==> config.mk <==
export PLATFORM = sky130hd
export DESIGN_NAME = edge_detect_multi
export DESIGN_NICKNAME = d
export VERILOG_FILES = /design/src/rtl/edge_detect_multi.sv
export SDC_FILE = /design/constraint.sdc
export NUM_CORES = 1
export LEC_CHECK = 0
export BUFFER_PORTS_ARGS = -buffer_cell sky130_fd_sc_hd__buf_2
export CORE_ASPECT_RATIO = 0.6
export CORE_UTILIZATION = 35
export DETAILED_ROUTE_END_ITERATION = 7
export PLACE_DENSITY = 0.54
export SETUP_SLACK_MARGIN = 0.05
export SYNTH_ARGS = -nofsm -noshare
export SYNTH_HDL_FRONTEND = slang
export SYNTH_SLANG_ARGS = --single-unit
==> constraint.sdc <==
create_clock -name clk -period 3.9 [get_ports clk]
set_input_delay 0.195 -clock clk [delete_from_list [all_inputs] [get_ports clk]]
set_output_delay 0.195 -clock clk [all_outputs]
set_load 0.02 [all_outputs]
==> src/rtl/edge_detect_multi.sv <==
// edge_detect_multi: N-channel synchronised edge detector.
// Each channel synchronises an asynchronous level, tracks it with a two-state
// FSM, and emits a one-cycle Mealy tick on the rising edge, the falling edge,
// or both, as chosen by that channel's mode bits. Every tick sets a sticky
// pending flag and bumps a saturating event counter. Both are cleared by
// writing 1 to clr. A shared warm-up counter keeps ticks suppressed until the
// synchronisers hold real samples, so a level that is already high when reset
// is released is not reported as an edge.
module edge_detect_multi #(
   parameter int N           = 4,
   parameter int SYNC_STAGES = 2,
   parameter int CNT_W       = 8
) (
   input  logic               clk,
   input  logic               reset,
   input  logic [N-1:0]       level,
   input  logic [2*N-1:0]     mode,
   input  logic [N-1:0]       clr,
   output logic [N-1:0]       tick,
   output logic [N-1:0]       pending,
   output logic [N*CNT_W-1:0] cnt,
   output logic               irq
);

   typedef enum logic {
      ZERO = 1'b0,
      ONE  = 1'b1
   } state_t;

   // Warm-up completes after SYNC_STAGES+1 clocks: by then every synchroniser
   // stage holds a real sample and each FSM has loaded it once.
   localparam int WARM_MAX = SYNC_STAGES + 1;
   localparam int WARM_W   = $clog2(WARM_MAX + 1);
   localparam logic [WARM_W-1:0] WARM_DONE = WARM_W'(WARM_MAX);

   logic [WARM_W-1:0] warm;
   logic              enable;

   // Shared warm-up counter; restarts on every reset and then saturates.
   // NOTE: sequential state always uses non-blocking (<=) so every flop
   // samples pre-edge values, independent of block evaluation order.
   always_ff @(posedge clk) begin
      if (reset) begin
         warm <= '0;
      end else if (warm != WARM_DONE) begin
         warm <= warm + 1'b1;
      end
   end

   assign enable = (warm == WARM_DONE);

   for (genvar i = 0; i < N; i++) begin : g_ch
      logic [SYNC_STAGES-1:0] chain;
      logic                   sync;
      state_t                 state_q;
      state_t                 state_d;
      logic                   rise;
      logic                   fall;
      logic                   hit;
      logic                   pend_q;
      logic [CNT_W-1:0]       count_q;

      // Synchroniser chain; chain[0] samples the asynchronous input.
      always_ff @(posedge clk) begin
         if (reset) begin
            chain <= '0;
         end else begin
            chain <= {chain[SYNC_STAGES-2:0], level[i]};
         end
      end

      assign sync = chain[SYNC_STAGES-1];

      // Edge-tracking FSM state register; it follows sync whatever the mode.
      always_ff @(posedge clk) begin
         if (reset) begin
            state_q <= ZERO;
         end else begin
            state_q <= state_d;
         end
      end

      // Next state plus the rise/fall qualifiers, decoded from state and sync.
      // NOTE: every output of this block gets a default first, so no path
      // leaves a signal unassigned and no latch is inferred.
      always_comb begin
         state_d = ZERO;
         rise    = 1'b0;
         fall    = 1'b0;
         case (state_q)
            ZERO: begin
               if (sync) begin
                  state_d = ONE;
                  rise    = 1'b1;
               end else begin
                  state_d = ZERO;
               end
            end
            ONE: begin
               if (!sync) begin
                  state_d = ZERO;
                  fall    = 1'b1;
               end else begin
                  state_d = ONE;
               end
            end
            default: state_d = ZERO;
         endcase
      end

      // Rise and fall are mutually exclusive, so mode 11 never ticks twice
      // for one transition.
      assign hit     = enable & ((rise & mode[2*i]) | (fall & mode[2*i+1]));
      assign tick[i] = hit;

      // Sticky pending flag; a new event wins over a same-cycle clear.
      always_ff @(posedge clk) begin
         if (reset) begin
            pend_q <= 1'b0;
         end else if (hit) begin
            pend_q <= 1'b1;
         end else if (clr[i]) begin
            pend_q <= 1'b0;
         end
      end

      assign pending[i] = pend_q;

      // Saturating event counter; a clear coinciding with an event leaves 1.
      always_ff @(posedge clk) begin
         if (reset) begin
            count_q <= '0;
         end else if (clr[i] && hit) begin
            count_q <= CNT_W'(1);
         end else if (clr[i]) begin
            count_q <= '0;
         end else if (hit && (count_q != '1)) begin
            count_q <= count_q + 1'b1;
         end
      end

      assign cnt[i*CNT_W +: CNT_W] = count_q;
   end

   assign irq = |pending;

endmodule

==> metrics.csv <==
stage,metric,value,unit
cts,worst-skew pair later-pin latency,280,ps
placement,Place WS,1678,ps
power_and_ir_drop,Power per Cell Area,373.9,nW/um^2
route,per-cell routed wire length,13.63,um
floorplanning,core area,6359,sq um
min_path,WHS Path Cells,2,
cts,TritonCTS clock tree,done,
yosys,"Warnings, synthesis",0,
timing,fin crit share,65.54,%
layout,Fillers,648,
layout,layout cells sized above 1,26.18,%
layout,Area Growth Syn to Fin,18.27,%
power_and_ir_drop,Lkg Pwr,1.157,nW
route,Detailed Route Iter0 Violations,78,
cts,Post-CTS Setup Inserts,0,
placement,Port Buffer Count,58,
global_route,GRT Total Usage,16.05,%
global_route,initial antenna violation count,0,
power_and_ir_drop,highest ir drop seen on vdd,0.1968,mV
floorplanning,I/O pin total,59,
timing,Final Hold Viols,0,
power_and_ir_drop,Seq pwr share,49.6,%
global_route,global-route wire length before repair,9052,um
placement,GP Congestion,0.7941,
cts,# clock sinks,50,
floorplanning,Die X,109.0,um
setup_path,"Max FO, Critical Path",13,
setup_path,Crit path required time,3700,ps
timing,setup TNS,0,ps
global_route,largest net degree at the start of global routing,31,
cts,CTS buffer count,5,
setup_path,FF-to-FF path depth,6,
power_and_ir_drop,clock share of power,45.4,%
power_and_ir_drop,Gate power share,5.0,%
floorplanning,num rows,22,
yosys,Async SR Flop Fraction,0,%
yosys,syn_nets,293,
route,iteration count of the initial detailed-routing pass,4,
route,final WL,5464,um
timing,Final min period,2556,ps
yosys,Post-Syn Area,2404,sq um
yosys,"top cells by area, synth","dfxtp_1 (42%), a21oi_1 (5.0%), nor2b_1 (3.6%)",
layout,fin nets,339,
setup_path,CP Class,flip-flop to output pin,
cts,cts hold-fix bufs,0,
floorplanning,Initial Util,37.80,%
timing,Relative slew margins,30.73,%
setup_path,kind of start point of the critical path,flip-flop,
yosys,Synth area leader,dfxtp_1,
yosys,Unique masters post-synth,49,
yosys,Post-synth EDFFs,0,
job,MaxCap Viol Count,0,
status,status,completed,
timing,Max Clock Skew,4.901,ps
cts,H-tree lvl count,2,
global_route,vias in the first global route,1836,
yosys,post-synthesis area per instance,8.902,sq um
yosys,Gate Count Post-Synth,270,
route,Post-DRT Antenna Nets,0,
setup_path,crit end category,output pin,
cts,CTS root buf,clkbuf_16,
yosys,"Top FF cell, synth",dfxtp_1,
placement,detailed placement HPWL,4048,um
route,routed via count,2147,
layout,Ant. Diodes,0,
timing,final setup fails,0,
floorplanning,area of the die,7214,sq um
yosys,part of the Yosys area used for sequential elements,41.64,%
setup_path,WP data arrival,2360,ps
timing,Worst Slack Setup Final,1344,ps
setup_path,Reg-to-Reg Start,warm[0],
route,Residual DRC,0,
yosys,"FF+latch count, synth",50,
floorplanning,DIE HEIGHT,66.19,um
min_path,worst hold path type,input pin to flip-flop,
cts,clock slew at reported path FFs,70,ps
power_and_ir_drop,Pint,0.0008438,W
power_and_ir_drop,switching power,0.0002191,W
setup_path,r2r setup slk,1650,ps
cts,# resized after CTS,0,
route,DR vias/cell,5.354,
power_and_ir_drop,switching fraction of total power,20.61,%
min_path,HP Start,level[2],
global_route,global route total overflow,0,
timing,worst-margin pin slew,1034,ps
yosys,Synth top area share,41.64,%
timing,max-slew violation count,0,
setup_path,crit path from,warm[0],
timing,setup repair after global routing missed its margin,false,
cts,Clock Path Buffers,2,
timing,fmax,391.2,MHz
==> sequential cells by signal (all words and copies together) (netlist names) <==
register      cells
g_ch.count_q     32
g_ch.chain        8
g_ch.pend_q       4
g_ch.state_q      4
warm              2
==> stage by stage <==
step / power (W) / instance area [sq um] / util, % / hold WS, ps / std cells
2_1_floorplan: 0.0005757 / 2404 / - / 323.2 / 270
4_1_cts: 0.001080 / 2843 / 44.71 / 119.9 / 401
3_5_place_dp: 0.0005924 / 2678 / 42.11 / 416.1 / 393
5_1_grt: 0.001117 / 2843 / 44.71 / 122.7 / 401
6_report: 0.001063 / 2843 / 44.71 / 120.4 / 401
3_3_place_gp: 0.0005916 / 2678 / 42.11 / 404.8 / 393
==> layout by cell type, fill, tap and decap left out, types with 5 or more instances in the layout <==
| master | Yosys | layout |
|---|---|---|
| a21oi_1 | 24 | 24 |
| inv_1 | 11 | 11 |
| nor2_1 | 14 | 14 |
| nor2b_1 | 14 | 14 |
| or2_2 | 5 | 5 |
| a31oi_1 | 7 | 7 |
| buf_2 | 1 | 58 |
| nand3_1 | 7 | 7 |
| and3_1 | 6 | 6 |
| or4_1 | 8 | 8 |
| o31ai_1 | 8 | 8 |
| a211oi_1 | 11 | 11 |
| o21ai_0 | 8 | 8 |
| ha_1 | 5 | 5 |
| nand2_1 | 12 | 12 |
| clkbuf_16 | 0 | 5 |
| dfxtp_1 | 50 | 50 |
==> cells by family (layout without fill, tap and decap cells) <==
| group | after synthesis | count (layout) | synth area share [%] |
|---|---|---|---|
| xor+xnor | 1 | 1 | 0.3645 |
| fa+ha+maj | 5 | 5 | 2.603 |
| buf+inv | 31 | 78 | 6.923 |
| compound gates | 77 | 77 | 21.08 |
| flops | 50 | 50 | 41.64 |
| mux | 2 | 2 | 0.8329 |
| simple gates | 104 | 104 | 26.55 |
==> cell type report <==
cell class                      count  area, sq um  share of cell area, %
Timing Repair Buffer               58        290.3                  10.21
Multi-Input combinational cell    189         1236                  43.49
Sequential cell                    50         1001                  35.21
Inverter                           12        45.04                  1.585
Clock inverter                      3        40.04                  1.408
Tap cell                           84        105.1                  3.697
Clock buffer                        5        125.1                  4.401
==> layer usage <==
metal | track usage [%] | wire length [um] | up-vias
li1 | - | - | 1104
met3 | 4.039 | 284 | 5
met4 | 3.209 | 34 | 0
met1 | 24.54 | 3098 | 992
met5 | 0 | 0 | -
met2 | 22.09 | 2046 | 46
==> cells in the mapped netlist (4+ instances only) <==
library cell  count
nor3_1            4
or2_2             5
or3_1             4
o31ai_1           8
a31oi_1           7
or4_1             8
clkbuf_1          6
and3_1            6
dfxtp_1          50
a211oi_1         11
ha_1              5
nor2_1           14
nor2b_1          14
nand3_1           7
and2_1            4
a21oi_1          24
nand2_1          12
o211ai_1          4
nand4_1           4
buf_4             9
o21ai_0           8
inv_1            11
==> worst max-delay path, cell delays in order (launching register included) <==
cell     delay (ps)
dfxtp_1         320
ha_1            330
and4b_2         290
a31oi_1         750
inv_2           160
buf_2           220
==> power groups by stage <==
stage	clock network [W]	logic [W]	registers [W]
finish	0.000483	0.0000530	0.000527
global placement	0	0.0000531	0.000539
global route	0.000529	0.0000601	0.000528
CTS	0.000499	0.0000538	0.000527
floorplan	0	0.0000370	0.000539
detailed placement	0	0.0000535	0.000539
==> path summary, 6_finish.rpt <==
check	end
worst max-delay path	tick[3]
worst min-delay path	g_ch[2].chain[0]
worst max register to register	g_ch[3].count_q[6]
worst min register to register	g_ch[0].chain[1]
(Power assumes the default switching activity.)
